`src/rtl/ocs_slot_sched.sv`:
```
// rtl/ocs_slot_sched.sv - OCS slot/guard scheduler with link-readiness qualification
// Arms after a stable all-ready window, then alternates SLOT/GUARD until any channel drops.
module ocs_slot_sched #(
   parameter logic [31:0] P_SLOT_LEN  = 32'd1000,
   parameter logic [31:0] P_GUARD_LEN = 32'd64,
   parameter logic [15:0] P_READY_CNT = 16'd256,
   parameter logic [15:0] P_ARM_LEN   = 16'd32
) (
   input  logic        i_clk,
   input  logic        i_rst,
   input  logic [7:0]  i_chnl_ready,
   output logic        o_new_slot_start,
   output logic        o_slot_id,
   output logic [63:0] o_time_stamp,
   output logic        o_guard,
   output logic        o_ocs_switch,
   output logic        o_ocs_next_id,
   output logic        o_running,
   output logic        o_link_lost,
   output logic [31:0] o_slot_cnt
);

   typedef enum logic [1:0] {ST_IDLE, ST_ARM, ST_SLOT, ST_GUARD} state_t;

   state_t      state_q, state_d;
   logic        all_ready_q;
   logic [15:0] stable_q, stable_d;
   logic [15:0] arm_q, arm_d;
   logic [31:0] slot_q, slot_d;
   logic [31:0] guard_q, guard_d;
   logic        slot_id_q, slot_id_d;
   logic [31:0] slot_cnt_q, slot_cnt_d;
   logic        new_slot_q, new_slot_d;
   logic        ocs_sw_q, ocs_sw_d;
   logic        ocs_next_q, ocs_next_d;
   logic        link_lost_q, link_lost_d;
   logic [63:0] ts_q;

   always_ff @(posedge i_clk or posedge i_rst) begin
      if (i_rst) begin
         state_q     <= ST_IDLE;
         all_ready_q <= 1'b0;
         stable_q    <= '0;
         arm_q       <= '0;
         slot_q      <= '0;
         guard_q     <= '0;
         slot_id_q   <= 1'b0;
         slot_cnt_q  <= '0;
         new_slot_q  <= 1'b0;
         ocs_sw_q    <= 1'b0;
         ocs_next_q  <= 1'b0;
         link_lost_q <= 1'b0;
         ts_q        <= '0;
      end else begin
         state_q     <= state_d;
         all_ready_q <= &i_chnl_ready;
         stable_q    <= stable_d;
         arm_q       <= arm_d;
         slot_q      <= slot_d;
         guard_q     <= guard_d;
         slot_id_q   <= slot_id_d;
         slot_cnt_q  <= slot_cnt_d;
         new_slot_q  <= new_slot_d;
         ocs_sw_q    <= ocs_sw_d;
         ocs_next_q  <= ocs_next_d;
         link_lost_q <= link_lost_d;
         ts_q        <= ts_q + 64'd1;
      end
   end

   always_comb begin
      state_d     = state_q;
      stable_d    = stable_q;
      arm_d       = arm_q;
      slot_d      = slot_q;
      guard_d     = guard_q;
      slot_id_d   = slot_id_q;
      slot_cnt_d  = slot_cnt_q;
      new_slot_d  = 1'b0;
      ocs_sw_d    = 1'b0;
      ocs_next_d  = ocs_next_q;
      link_lost_d = 1'b0;

      if (state_q != ST_IDLE && !all_ready_q) begin
         // Loss outranks any boundary event falling in the same cycle.
         state_d     = ST_IDLE;
         link_lost_d = 1'b1;
         stable_d    = '0;
         arm_d       = '0;
         slot_d      = '0;
         guard_d     = '0;
         slot_id_d   = 1'b0;
         slot_cnt_d  = '0;
      end else begin
         unique case (state_q)
            ST_IDLE: begin
               if (!all_ready_q) begin
                  stable_d = '0;
               end else if (stable_q == P_READY_CNT - 16'd1) begin
                  state_d  = ST_ARM;
                  stable_d = '0;
                  arm_d    = '0;
               end else begin
                  stable_d = stable_q + 16'd1;
               end
            end
            ST_ARM: begin
               if (arm_q == P_ARM_LEN - 16'd1) begin
                  state_d    = ST_SLOT;
                  arm_d      = '0;
                  slot_d     = '0;
                  slot_id_d  = 1'b0;
                  slot_cnt_d = 32'd1;
                  new_slot_d = 1'b1;
               end else begin
                  arm_d = arm_q + 16'd1;
               end
            end
            ST_SLOT: begin
               if (slot_q == P_SLOT_LEN - 32'd1) begin
                  state_d    = ST_GUARD;
                  guard_d    = '0;
                  ocs_sw_d   = 1'b1;
                  ocs_next_d = ~slot_id_q;
               end else begin
                  slot_d = slot_q + 32'd1;
               end
            end
            ST_GUARD: begin
               if (guard_q == P_GUARD_LEN - 32'd1) begin
                  state_d    = ST_SLOT;
                  slot_d     = '0;
                  slot_id_d  = ~slot_id_q;
                  slot_cnt_d = slot_cnt_q + 32'd1;
                  new_slot_d = 1'b1;
               end else begin
                  guard_d = guard_q + 32'd1;
               end
            end
            default: state_d = ST_IDLE;
         endcase
      end
   end

   assign o_new_slot_start = new_slot_q;
   assign o_slot_id        = slot_id_q;
   assign o_time_stamp     = ts_q;
   assign o_guard          = (state_q == ST_GUARD);
   assign o_ocs_switch     = ocs_sw_q;
   assign o_ocs_next_id    = ocs_next_q;
   assign o_running        = (state_q == ST_SLOT) || (state_q == ST_GUARD);
   assign o_link_lost      = link_lost_q;
   assign o_slot_cnt       = slot_cnt_q;

endmodule

```
`config.mk`:
```
export PLATFORM = sky130hd
export DESIGN_NAME = ocs_slot_sched
export DESIGN_NICKNAME = d
export VERILOG_FILES = /design/src/rtl/ocs_slot_sched.sv
export SDC_FILE = /design/constraint.sdc
export NUM_CORES = 1
export LEC_CHECK = 0
export ABC_AREA = 1
export CORE_ASPECT_RATIO = 1.75
export CORE_MARGIN = 2
export CORE_UTILIZATION = 45
export CTS_BUF_LIST = sky130_fd_sc_hd__clkbuf_16
export DETAILED_ROUTE_END_ITERATION = 8
export HOLD_SLACK_MARGIN = 0.05
export MAX_ROUTING_LAYER = met4
export PLACE_DENSITY = 0.77
export SYNTH_ARGS = -nofsm -noshare
export SYNTH_HDL_FRONTEND = slang
export SYNTH_SLANG_ARGS = --single-unit
```
`constraint.sdc`:
```
create_clock -name i_clk -period 9.7 [get_ports i_clk]
set_clock_uncertainty 0.1 [all_clocks]
set_input_delay 0.97 -clock i_clk [delete_from_list [all_inputs] [get_ports i_clk]]
set_output_delay 0.97 -clock i_clk [all_outputs]
set_load 0.05 [all_outputs]
```
==> After elaboration in Yosys (flattened, before gate mapping) <==
Index checks and enable logic that the tools add are counted.
{ "word_totals": {"reg_bits": 200, "output_inout_bits": 103, "wordCells": 93} }
{ "classes": {"bitwise": 2, "n_reduce_logical": 17, "n_mux": 41, "addsub": 6, "n_eq_ne": 14} }
{ "ops": {"columns": ["cell", "count"], "rows": [
  ["$mux 32", 10],
  ["$mux 16", 8],
  ["$pmux 32 s2", 2],
  ["$add 32x1->32 const B", 3],
  ["$pmux 32 s3", 1],
  ["$add 64x1->64 const B", 1],
  ["$add 16x1->16 const B", 2],
  ["$eq 32x10->1 const B", 1],
  ["$eq 32x6->1 const B", 1],
  ["$pmux 16 s2", 1],
  ["$ne 3x3->1 const B", 6],
  ["$eq 16x5->1 const B", 1],
  ["$eq 16x8->1 const B", 1],
  ["$mux 2", 6],
  ["$reduce_and 3->1", 4],
  ["$mux 1", 10],
  ["$reduce_bool 3->1", 3],
  ["$pmux 2 s4", 1],
  ["$reduce_and 8->1", 1],
  ["$reduce_and 5->1", 1],
  ["$eq 2x2->1 const B", 2],
  ["$pmux 1 s2", 2],
  ["$reduce_and 4->1", 1],
  ["$reduce_bool 2->1", 2],
  ["other kinds (8)", 9]
]} }

==> Logic depth before layout (Yosys ltp) <==
Gate-level depths: netlist of the first run.
{ "depth": {"ltp_word": 5, "depth_mapped": 14, "mapped_depth_nobuf": 13} }

==> Least setup slack after synthesis of the first run <==
Ideal clock, no wire load.
{ "synth_timing": {"kind": "flip-flop to flip-flop", "start": "register ts_q[1] (netlist: o_time_stamp[1])", "end": "register ts_q[62] (netlist: o_time_stamp[62])", "path_slack_ps": 7548, "period_less_slack_ps": 2152, "t_arrival_ps": 1932, "setup_time_ps": 119, "n_path_buf": 0, "path_stages_with_launch": 11, "t_required_ps": 9481, "cell_sequence": "dfrtp_1 ha_1 nand3_2 nor2_2 inv_1 nor2_2 inv_1 nor2_1 nand3_1 nand2_1 nand2_1"} }
{ "synth_via": {"elab_chain_len": 1} }
{ "synth_lines": {"columns": ["element", "line_no", "rtl"], "rows": [
  ["from (decl)", "37", "logic [63:0] ts_q;"],
  ["from (signal assigned)", "67", "ts_q <= ts_q + 64'd1;"],
  ["$add 64x1->64", "67", null]
]} }
Every way passes these cells.
A chain may end at the register's enable or synchronous reset.

==> Final worst setup path of the first run <==
{ "layout_timing": {"start": "register state_q[1]", "end": "output o_guard"} }
{ "layout_via": {"elab_chain_len": 1} }
{ "layout_lines": {"columns": ["element", "line_no", "rtl"], "rows": [
  ["from (decl)", "25", "state_t state_q, state_d;"],
  ["from (signal assigned)", "55", "state_q <= state_d;"],
  ["$eq 2x2->1", "148", "assign o_guard = (state_q == ST_GUARD);"],
  ["to (decl)", "15", "output logic o_guard,"]
]} }
Every way passes these cells.

==> impl_table.tex, run 1 <==
\begin{tabular}{lr}
\hline
Metric & Value \\
\hline
\multicolumn{2}{l}{\textbf{CTS}} \\
\quad H-tree depth & 4 \\
\quad Number of gates given a new drive strength after cts & 0 \\
\quad Clock sink count & 200 \\
\quad Clock latency on the worst-skew pair & about 0.47 ns \\
\quad Cell at the root of the clock tree & clkbuf\_16 \\
\quad Clock-pin transition on the worst setup and hold timing paths & approximately 0.080 ns \\
\quad Number of buffers created by CTS & 17 \\
\quad Number of setup buffers added after CTS & 0 \\
\quad Max Buffers Root-to-Sink & 2 \\
\quad Clock tree from TritonCTS & yes \\
\quad Hold buffers post-CTS & 0 \\
\multicolumn{2}{l}{\textbf{Final layout}} \\
\quad Growth of design area from synthesis to finish & 15.5\% \\
\quad Area occupied by registers & about 5000 µm² \\
\quad Non-filler instance count after layout & 2381 \\
\quad Net count of the finished layout & between 2000 and 2500 \\
\quad Filler cell count & 2753 \\
\quad Share of cells above drive strength 1 & 3.49\% \\
\quad Utilization after layout & a little over half \\
\quad \# diodes & 0 \\
\quad Area of all placed cells without fillers & $\sim$15000 µm² \\
\quad Multi-input gate area & slightly below 7000 µm² \\
\multicolumn{2}{l}{\textbf{Global route}} \\
\quad Total congestion overflow & 0 \\
\quad First-pass GRT wire length & between 60000 and 70000 µm \\
\quad Total routing resource utilization after global routing & 27.4\% \\
\quad Maximum number of pins on one net before global-route repair & 130 \\
\quad Initial antenna violation count & 0 \\
\quad Vias in the first global route & $\sim$13000 \\
\multicolumn{2}{l}{\textbf{Critical path}} \\
\quad Arrival time of the worst setup path & 2.66 ns \\
\quad Critical Path Start Type & register \\
\quad Type of destination of the critical path & primary output \\
\quad R2R Setup Slk & 6.20 ns \\
\quad Critical path fanouts, max & 22 \\
\quad Req. time, crit path & 8.63 ns \\
\quad Crit path kind & register to primary output \\
\multicolumn{2}{l}{\textbf{STA}} \\
\quad Final clock period utilization by the worst path & about two fifths \\
\quad Final hold violations & 0 \\
\quad Final count of negative-setup-slack endpoints & 0 \\
\quad Final slew viol count & 0 \\
\quad Remaining max-slew budget at the tightest pin & about two fifths \\
\quad Clock period minus final worst setup slack & approximately 3.7 ns \\
\quad Total negative setup slack & 0 ns \\
\quad RSZ-0062 raised after global routing & no \\
\quad Upper clock frequency limit & between 0.2 and 0.3 GHz \\
\quad Tightest Pin Transition & just over 0.9 ns \\
\quad Final WS setup & 5.97 ns \\
\multicolumn{2}{l}{\textbf{Route}} \\
\quad Number of detailed-route iterations in the first pass & 6 \\
\quad Routed len/inst & 16.2 µm \\
\quad Number of routed nets with antenna violations & 0 \\
\quad Post-DR vias/cell & roughly 5.4 \\
\quad WL final & 38600 µm \\
\quad DRC Markers & 0 \\
\quad Via count & about 13000 \\
\quad Violation count after the first detailed-route iteration & $\sim$900 \\
\multicolumn{2}{l}{\textbf{Pwr}} \\
\quad Share of total power in combinational logic & around 1.3\% \\
\quad Clock power frac & 46.7\% \\
\quad Switching part of the total power & 22.4\% \\
\quad Part of the power in registers & between 50 and 60\% \\
\quad Power spent charging and discharging nets & 0.000359 W \\
\quad Worst supply voltage drop on vdd & 0.000135 V \\
\quad Total power per unit cell area & 109 nW/µm² \\
\quad Cell-internal power & 0.00124 W \\
\quad Static leakage & roughly 6.4 nW \\
\multicolumn{2}{l}{\textbf{Floorplan}} \\
\quad Horizontal extent of the die & 131 µm \\
\quad Core region area & between 20000 and 30000 µm² \\
\quad Initial cell density of the core & a little under half \\
\quad I/O pin total & 113 \\
\quad Die Area & roughly 30000 µm² \\
\quad Total number of placement rows & 81 \\
\quad Die height & 227 µm \\
\multicolumn{2}{l}{\textbf{Logic synthesis}} \\
\quad Cell area after synthesis & between 10000 and 15000 µm² \\
\quad \#FFs+latches synth & 200 \\
\quad Synthesized area per cell & about 6.7 µm² \\
\quad Sequential cell area fraction in the yosys report & approximately two fifths \\
\quad Number of enable-type register cells in the synthesized netlist & 0 \\
\quad Post-synth cell types & 39 \\
\quad Yosys Warn Count & 0 \\
\quad Share of async-settable or async-resettable flops after synthesis & 100\% \\
\quad Top\_reg\_cell synth & dfrtp\_1 \\
\quad Instance count of the mapped netlist & about 1900 \\
\quad Mapped Nets & 1915 \\
\multicolumn{2}{l}{\textbf{Placement}} \\
\quad Half-perimeter wire length after detailed placement & just under 30000 µm \\
\quad Number of placed instances with taps included & 2349 \\
\quad Routability congestion estimate & 0.999 \\
\quad Post-placement setup slack & about 6.3 ns \\
\quad Post-placement cell area & about 14000 µm² \\
\quad PortBufs & between 100 and 150 \\
\multicolumn{2}{l}{\textbf{Run status}} \\
\quad Status & complete, no violations \\
\multicolumn{2}{l}{\textbf{Worst hold path}} \\
\quad Worst hold-check path type & register to register \\
\multicolumn{2}{l}{\textbf{Run}} \\
\quad Max-cap check violation count & 0 \\
\hline
\end{tabular}
==> worst max-delay path, cell delays in order, from the launching register on <==
cell and delay (ns):
dfrtp_1 0.47, nand2_2 0.17, inv_1 0.58, clkdlybuf4s50_1 0.98
==> sequential cells by signal, indices dropped and copies added, names as in the netlist <==
register          flops
all_ready_q           1
o_slot_id             1
o_link_lost           1
guard_q              32
state_q               2
stable_q             16
o_new_slot_start      1
o_time_stamp         64
o_ocs_switch          1
o_ocs_next_id         1
o_slot_cnt           32
slot_q               32
arm_q                16
==> per-stage QoR <==
step                hold slack, ns  power, W
floorplan                    0.364  0.000862
global placement             0.380  0.000871
detailed placement           0.393  0.000872
CTS                          0.403   0.00161
global route                 0.427   0.00165
finish                       0.400   0.00160
==> power groups by stage <==
stage	logic [W]	clock network, W	registers, W
after floorplan	0.0000123	0	0.000850
after global placement	0.0000216	0	0.000850
after detailed placement	0.0000219	0	0.000850
after CTS	0.0000219	0.000758	0.000833
after global routing	0.0000242	0.000793	0.000833
final	0.0000203	0.000748	0.000833
==> cells in the mapped netlist, types with 2 or more instances <==
master	instances	area share (%)
or2_2	3	0.15
nor3_1	57	2.2
dfrtp_1	200	39
clkbuf_1	15	0.44
nand3b_1	9	0.53
nand4_1	80	3.9
nand3_2	3	0.24
nor2_1	292	8.6
xor2_1	58	4.0
nor2_2	7	0.34
ha_1	6	0.59
nor4_1	3	0.15
nand2_2	7	0.34
nand3_1	156	6.1
nor2_4	7	0.62
buf_4	3	0.18
inv_2	7	0.21
o21ai_0	59	2.3
nor3b_1	2	0.12
o21bai_1	3	0.18
inv_1	198	5.8
a21oi_1	17	0.67
o21ai_1	18	0.71
buf_6	10	0.88
o22ai_1	3	0.15
buf_2	6	0.24
xnor2_1	15	1.0
a21o_1	4	0.24
nand2_1	641	19
==> final timing paths <==
kind | start | to | cells past startpoint
setup / recovery | state_q[1] | o_guard | 3
hold / removal | o_time_stamp[60] | o_time_stamp[60] | 1
setup reg to reg | state_q[1] | o_slot_cnt[19] | 9
hold reg to reg | o_time_stamp[60] | o_time_stamp[60] | 1
max in group asynchronous | i_rst | o_time_stamp[61] | 3
min in group asynchronous | i_rst | o_time_stamp[1] | 2
==> cells by family (layout without fill, tap and decap cells) <==
kind of cell / count (synthesis) / count (layout) / share of synthesized area (%)
buffers and inverters: 241 / 350 / 7.85
xor gates and xnor gates: 73 / 73 / 5.02
adders and majority gates: 6 / 6 / 0.589
and+or+nand+nor: 1272 / 1272 / 42.8
AOI/OAI and AO/OA: 106 / 106 / 4.38
muxes: 1 / 1 / 0.0786
DFF: 200 / 200 / 39.3
==> metal layers <==
metal,share of wire (%),GRT usage (%),up-vias
met4,5.7,16.4,0
met2,54,50.6,416
met5,0,-,-
li1,-,-,6235
met1,36,27.2,5996
met3,4.6,4.47,155
==> cell usage in the layout, fill, tap and decap left out, drive strengths merged, types with 6 or more instances in the layout <==
cell type | netlist | final
inv | 205 | 211
nand3 | 160 | 160
xnor2 | 15 | 15
dfrtp | 200 | 200
ha | 6 | 6
clkdlybuf4s50 | 0 | 112
o21ai | 77 | 77
nand2 | 649 | 649
nor2 | 307 | 307
a21oi | 17 | 17
nand3b | 9 | 9
nor3 | 58 | 58
nand4 | 80 | 80
clkbuf | 16 | 17
xor2 | 58 | 58
==> cell type report <==
| cell class | instances | area share [%] |
|---|---|---|
| Inverter | 205 | 5.28 |
| Clock inverter | 15 | 1.17 |
| Tap cell | 373 | 3.17 |
| Timing Repair Buffer | 113 | 7.67 |
| Sequential cell | 200 | 34.0 |
| Multi-Input combinational cell | 1458 | 45.8 |
| Clock buffer | 17 | 2.89 |
(Power assumes the default switching activity.)
==> run 2, diff against run 1 <==
- clock period: 9.7 -> 3.83 ns (I/O delays scaled with it)
==> impl_table.tex, run 2 (same netlist as run 1, synthesis figures left out) <==
\begin{tabular}{lr}
\hline
Metric & Value \\
\hline
\multicolumn{2}{l}{\textbf{Critical path}} \\
\quad Arrival time of the worst setup path & between 2 and 3 ns \\
\quad Crit path kind & register to register \\
\quad Capture point of the worst reg-to-reg path & o\_slot\_cnt[24] \\
\quad CP max stage delay & just under 0.7 ns \\
\quad Cells on worst reg2reg path & 12 \\
\quad Req. time, crit path & just over 4 ns \\
\quad Master of the slowest instance on the critical path & nor2\_4 \\
\quad Type of destination of the critical path & register \\
\quad Most frequent cell on the critical path & nand2\_2 \\
\quad Reg-to-reg critical path startpoint & arm\_q[0] \\
\quad Critical Path Start Type & register \\
\quad R2R Setup Slk & roughly 1.1 ns \\
\quad Cells along the critical path & ha\_1, nand2\_2, nor2\_8, nand2\_2, nor2\_2, nand2\_1, nand2\_2, nand2\_2, nor2\_4, inv\_2, nand2\_1, nand2\_1 \\
\quad Critical path fanouts, max & 41 \\
\multicolumn{2}{l}{\textbf{CTS}} \\
\quad Number of setup buffers added after CTS & 0 \\
\quad Number of gates given a new drive strength after cts & 0 \\
\quad Clock-pin transition on the worst setup and hold timing paths & 0.07 ns \\
\quad Clock tree from TritonCTS & yes \\
\quad Clock sink count & 200 \\
\quad Hold buffers post-CTS & 1 \\
\quad Max Buffers Root-to-Sink & 2 \\
\quad Number of buffers created by CTS & 17 \\
\quad Cell at the root of the clock tree & clkbuf\_16 \\
\quad H-tree depth & 4 \\
\quad Clock latency on the worst-skew pair & around 0.47 ns \\
\multicolumn{2}{l}{\textbf{Final layout}} \\
\quad Max FFs per register & 64 \\
\quad Net count of the finished layout & between 2000 and 2500 \\
\quad Growth of design area from synthesis to finish & 15.5\% \\
\quad Share of cells above drive strength 1 & $\sim$3.8\% \\
\quad \# diodes & 0 \\
\quad Leading cell types in the layout, fill and taps excluded & 641 x nand2\_1, 292 x nor2\_1, 200 x dfrtp\_1 \\
\quad Most common cell after layout, fill and taps aside & nand2\_1 \\
\quad Non-filler instance count after layout & 2386 \\
\multicolumn{2}{l}{\textbf{Placement}} \\
\quad Routability congestion estimate & between 0.9 and 1 \\
\quad PortBufs & 112 \\
\quad Half-perimeter wire length after detailed placement & slightly above 30000 µm \\
\quad Number of placed instances with taps included & roughly 2400 \\
\quad Post-placement setup slack & $\sim$1.1 ns \\
\multicolumn{2}{l}{\textbf{Global route}} \\
\quad Initial antenna violation count & 0 \\
\quad Vias in the first global route & between 10000 and 15000 \\
\quad Maximum number of pins on one net before global-route repair & 80 \\
\quad First-pass GRT wire length & between 60000 and 70000 µm \\
\quad Total congestion overflow & 0 \\
\quad Total routing resource utilization after global routing & between 20\% and 30\% \\
\multicolumn{2}{l}{\textbf{STA}} \\
\quad Final clock period utilization by the worst path & around 70\% \\
\quad Smallest hold slack & 0.387 ns \\
\quad Final WS setup & between 1 and 1.5 ns \\
\quad Remaining max-slew budget at the tightest pin & between 40\% and 50\% \\
\quad Final slew viol count & 0 \\
\quad Final count of negative-setup-slack endpoints & 0 \\
\quad Upper clock frequency limit & about 0.37 GHz \\
\quad Total negative setup slack & 0 ns \\
\quad RSZ-0062 raised after global routing & no \\
\quad Clock period minus final worst setup slack & around 2.7 ns \\
\quad Final hold violations & 0 \\
\quad Tightest Pin Transition & $\sim$0.86 ns \\
\multicolumn{2}{l}{\textbf{Run}} \\
\quad Max-cap check violation count & 0 \\
\multicolumn{2}{l}{\textbf{Route}} \\
\quad Number of routed nets with antenna violations & 0 \\
\quad Violation count after the first detailed-route iteration & between 700 and 800 \\
\quad Routed len/inst & 16.7 µm \\
\quad DRC Markers & 0 \\
\quad Post-DR vias/cell & roughly 5.3 \\
\quad WL final & roughly 40000 µm \\
\quad Via count & 12700 \\
\quad Number of detailed-route iterations in the first pass & 5 \\
\multicolumn{2}{l}{\textbf{Floorplan}} \\
\quad Core region area & $\sim$28000 µm² \\
\quad Die height & 227 µm \\
\quad Die Area & between 20000 and 30000 µm² \\
\quad Initial cell density of the core & about 46\% \\
\quad I/O pin total & $\sim$110 \\
\quad Total number of placement rows & between 80 and 90 \\
\quad Horizontal extent of the die & 131 µm \\
\multicolumn{2}{l}{\textbf{Worst hold path}} \\
\quad Worst hold-check path type & register to register \\
\quad Cell depth of the worst min-delay path & 2 \\
\quad Start point of the worst hold path & o\_ocs\_next\_id \\
\quad Hold worst-path end & o\_ocs\_next\_id \\
\multicolumn{2}{l}{\textbf{Pwr}} \\
\quad Total chip power & approximately 0.004 W \\
\quad Worst supply voltage drop on vdd & approximately 0.00035 V \\
\quad Static leakage & 6.40 nW \\
\quad Total power per unit cell area & roughly 270 nW/µm² \\
\multicolumn{2}{l}{\textbf{Run status}} \\
\quad Status & complete, no violations \\
\hline
\end{tabular}
-- run 2: cell type report --
| cell class | instances | area [µm²] |
|---|---|---|
| Clock buffer | 17 | 425 |
| Clock inverter | 15 | 126 |
| Fill cell | 2767 | 13200 |
| Inverter | 205 | 773 |
| Multi-Input combinational cell | 1458 | 6730 |
| Sequential cell | 200 | 5000 |
| Tap cell | 373 | 467 |
| Timing Repair Buffer | 118 | 1180 |
-- run 2: metal layers --
layer / global-route usage, % / vias to the layer above / part of all wire [%]
met5: - / - / 0
met4: 20.2 / 0 / 6.8
met3: 3.91 / 153 / 3.8
met2: 52.5 / 380 / 54
met1: 26.5 / 5951 / 36
li1: - / 6259 / -
-- run 2: where the power goes --
| group | switching, W | leakage, nW | internal, W |
|---|---|---|---|
| logic | 0.0000439 | 3.38 | 0.0000125 |
| registers | 0.000000115 | 2.78 | 0.00211 |
| clock network | 0.000895 | 0.247 | 0.000840 |
-- run 2: worst max-delay path by stage --
| stage | from | end | depth (start not counted) |
|---|---|---|---|
| 5_1_grt | arm_q[0] | o_slot_cnt[29] | 12 |
| 3_3_place_gp | arm_q[0] | o_slot_cnt[24] | 12 |
| 6_report | arm_q[0] | o_slot_cnt[24] | 12 |
| 2_1_floorplan | i_rst | all_ready_q | 1 |
| 4_1_cts | arm_q[0] | o_slot_cnt[28] | 12 |
| 3_5_place_dp | arm_q[0] | o_slot_cnt[28] | 12 |
-- run 2: worst max-delay path: cells and delay by family, from the launching register on --
family / cells / cell delay, ns
fa+ha+maj: 1 / 0.20
simple gates: 10 / 1.55
flops: 1 / 0.39
buf+inv: 1 / 0.35
-- run 2: metrics by stage --
| stage | instance area, µm² | util [%] |
|---|---|---|
| after floorplan | 12700 | - |
| after detailed placement | 14100 | 50.8 |
| after global placement | 14100 | 50.8 |
| after global routing | 14700 | 52.8 |
| after CTS | 14700 | 52.8 |
| final | 14700 | 52.8 |
==> run 3, diff against run 2 <==
- PLACE_DENSITY: 0.77 -> 0.79
- clock period: 3.83 -> 2.3 ns (I/O delays scaled with it)
==> impl_table.tex, run 3 (same netlist as run 1, synthesis figures left out) <==
\begin{tabular}{lr}
\hline
Metric & Value \\
\hline
\multicolumn{2}{l}{\textbf{Floorplan}} \\
\quad Horizontal extent of the die & 131 µm \\
\quad I/O pin total & approximately 110 \\
\quad Core region area & between 20000 and 30000 µm² \\
\quad Initial cell density of the core & 45.7\% \\
\quad Die Area & 29700 µm² \\
\quad Total number of placement rows & 81 \\
\quad Die height & between 200 and 250 µm \\
\multicolumn{2}{l}{\textbf{Run}} \\
\quad Max-cap check violation count & 0 \\
\multicolumn{2}{l}{\textbf{Pwr}} \\
\quad Cell-internal power & about 0.0052 W \\
\quad Total power per unit cell area & $\sim$440 nW/µm² \\
\quad Power spent charging and discharging nets & roughly 0.0016 W \\
\quad Share of total power in combinational logic & roughly 1.4\% \\
\quad Part of the power in registers & between 50\% and 60\% \\
\quad Worst supply voltage drop on vdd & 0.000566 V \\
\quad Static leakage & between 6 and 7 nW \\
\quad Clock power frac & 46.3\% \\
\quad Switching part of the total power & 23.2\% \\
\multicolumn{2}{l}{\textbf{Route}} \\
\quad Via count & approximately 13000 \\
\quad Routed len/inst & roughly 17 µm \\
\quad Number of detailed-route iterations in the first pass & 8 \\
\quad Violation count after the first detailed-route iteration & between 700 and 800 \\
\quad DRC Markers & 0 \\
\quad Post-DR vias/cell & 5.39 \\
\quad WL final & 41400 µm \\
\quad Number of routed nets with antenna violations & 0 \\
\multicolumn{2}{l}{\textbf{Final layout}} \\
\quad Multi-input gate area & between 6000 and 7000 µm² \\
\quad Net count of the finished layout & slightly above 2000 \\
\quad Filler cell count & 2728 \\
\quad Area of all placed cells without fillers & 15200 µm² \\
\quad Max FFs per register & 64 \\
\quad Area occupied by registers & between 5000 and 6000 µm² \\
\quad Share of cells above drive strength 1 & $\sim$6\% \\
\quad Growth of design area from synthesis to finish & 19.1\% \\
\quad Leading cell types in the layout, fill and taps excluded & 641 x nand2\_1, 292 x nor2\_1, 200 x dfrtp\_1 \\
\quad Utilization after layout & a little over half \\
\quad \# diodes & 0 \\
\quad Most common cell after layout, fill and taps aside & nand2\_1 \\
\multicolumn{2}{l}{\textbf{Critical path}} \\
\quad Type of destination of the critical path & primary output \\
\quad Arrival time of the worst setup path & 1.93 ns \\
\quad Master of the slowest instance on the critical path & clkdlybuf4s50\_1 \\
\quad Family with the most delay on the worst path & buffers and inverters \\
\quad Critical Path Start Type & register \\
\quad Crit path kind & register to primary output \\
\quad Critical path fanouts, max & 6 \\
\quad Req. time, crit path & between 1.5 and 2 ns \\
\quad Cells along the critical path & clkdlybuf4s50\_1 \\
\quad CP max stage delay & 0.88 ns \\
\quad Critical path buffers and inverters & 1 \\
\multicolumn{2}{l}{\textbf{CTS}} \\
\quad Clock sink count & 200 \\
\quad Number of buffers created by CTS & 17 \\
\quad Cell at the root of the clock tree & clkbuf\_16 \\
\quad H-tree depth & 4 \\
\quad Clock tree from TritonCTS & yes \\
\quad Number of setup buffers added after CTS & 0 \\
\quad Hold buffers post-CTS & 0 \\
\quad Clock latency on the worst-skew pair & $\sim$0.47 ns \\
\quad Clock-pin transition on the worst setup and hold timing paths & around 0.08 ns \\
\quad Max Buffers Root-to-Sink & 2 \\
\quad Number of gates given a new drive strength after cts & 0 \\
\multicolumn{2}{l}{\textbf{STA}} \\
\quad Total negative setup slack & 0 ns \\
\quad Upper clock frequency limit & roughly 0.44 GHz \\
\quad Clock period minus final worst setup slack & roughly 2.3 ns \\
\quad RSZ-0062 raised after global routing & no \\
\quad Final hold violations & 0 \\
\quad Remaining max-slew budget at the tightest pin & 45.1\% \\
\quad Final WS setup & 0.0443 ns \\
\quad Smallest hold slack & 0.142 ns \\
\quad Final clock period utilization by the worst path & 98.1\% \\
\quad Tightest Pin Transition & around 0.8 ns \\
\quad Final slew viol count & 0 \\
\quad Final count of negative-setup-slack endpoints & 0 \\
\multicolumn{2}{l}{\textbf{Placement}} \\
\quad Half-perimeter wire length after detailed placement & roughly 32000 µm \\
\quad Post-placement cell area & 14600 µm² \\
\quad PortBufs & 112 \\
\quad Routability congestion estimate & a little over 1 \\
\quad Post-placement setup slack & just under 0.2 ns \\
\multicolumn{2}{l}{\textbf{Global route}} \\
\quad Maximum number of pins on one net before global-route repair & 88 \\
\quad Total routing resource utilization after global routing & 29.4\% \\
\quad Vias in the first global route & roughly 13000 \\
\quad Initial antenna violation count & 0 \\
\quad Total congestion overflow & 0 \\
\quad First-pass GRT wire length & roughly 66000 µm \\
\multicolumn{2}{l}{\textbf{Worst hold path}} \\
\quad Worst hold-check path type & primary input to asynchronous set/reset pin \\
\multicolumn{2}{l}{\textbf{Run status}} \\
\quad Status & complete, no violations \\
\hline
\end{tabular}
[run 3: cell types whose count changed in the layout (fill, tap and decap cells not counted), moves of 2 or more]
| cell | previous run | this run |
|---|---|---|
| buf_12 | 1 | 6 |
| inv_8 | 0 | 2 |
| clkinvlp_4 | 8 | 5 |
| bufinv_16 | 0 | 2 |
| clkinv_4 | 4 | 2 |
| buf_4 | 4 | 49 |
[run 3: metal layers]
metal,track usage [%],vias up,part of all wire (%)
met5,-,-,0
met4,22.3,0,7.9
met3,4.78,180,4.4
met2,53.1,438,53
met1,28.2,6141,35
li1,-,6352,-
[run 3: path summary, 6_finish.rpt]
path | startpoint | end | slack [ns] | cells past startpoint
max in group asynchronous | i_rst | o_time_stamp[63] | 1.50 | 3
min | i_rst | all_ready_q | 0.14 | 3
max | o_time_stamp[53] | o_time_stamp[53] | 0.04 | 1
min in group i_clk | i_chnl_ready[5] | all_ready_q | 0.20 | 3
max reg2reg | arm_q[0] | slot_q[8] | 0.16 | 12
min reg2reg | o_time_stamp[60] | o_time_stamp[60] | 0.41 | 1
[run 3: per-stage QoR]
stage / cells / power [W]
after floorplan: 1899 / 0.00364
after global placement: 2402 / 0.00368
after detailed placement: 2402 / 0.00368
after CTS: 2434 / 0.00678
after global routing: 2434 / 0.00693
final: 2434 / 0.00672
[run 3: power groups by stage]
stage          clock (W)  combinational [W]  sequential (W)
2_1_floorplan          0          0.0000525         0.00358
3_5_place_dp           0           0.000101         0.00358
3_3_place_gp           0          0.0000997         0.00358
6_report         0.00312          0.0000946         0.00351
4_1_cts          0.00317           0.000102         0.00351
5_1_grt          0.00330           0.000112         0.00351
[run 3: final cells by class]
cell class / instances / share of cell area, %
tap: 373 / 3.08
multi-input combinational: 1458 / 44.4
clock inverter: 15 / 1.10
inverter: 205 / 5.10
timing repair buffer: 166 / 10.5
sequential: 200 / 33.0
clock buffer: 17 / 2.80
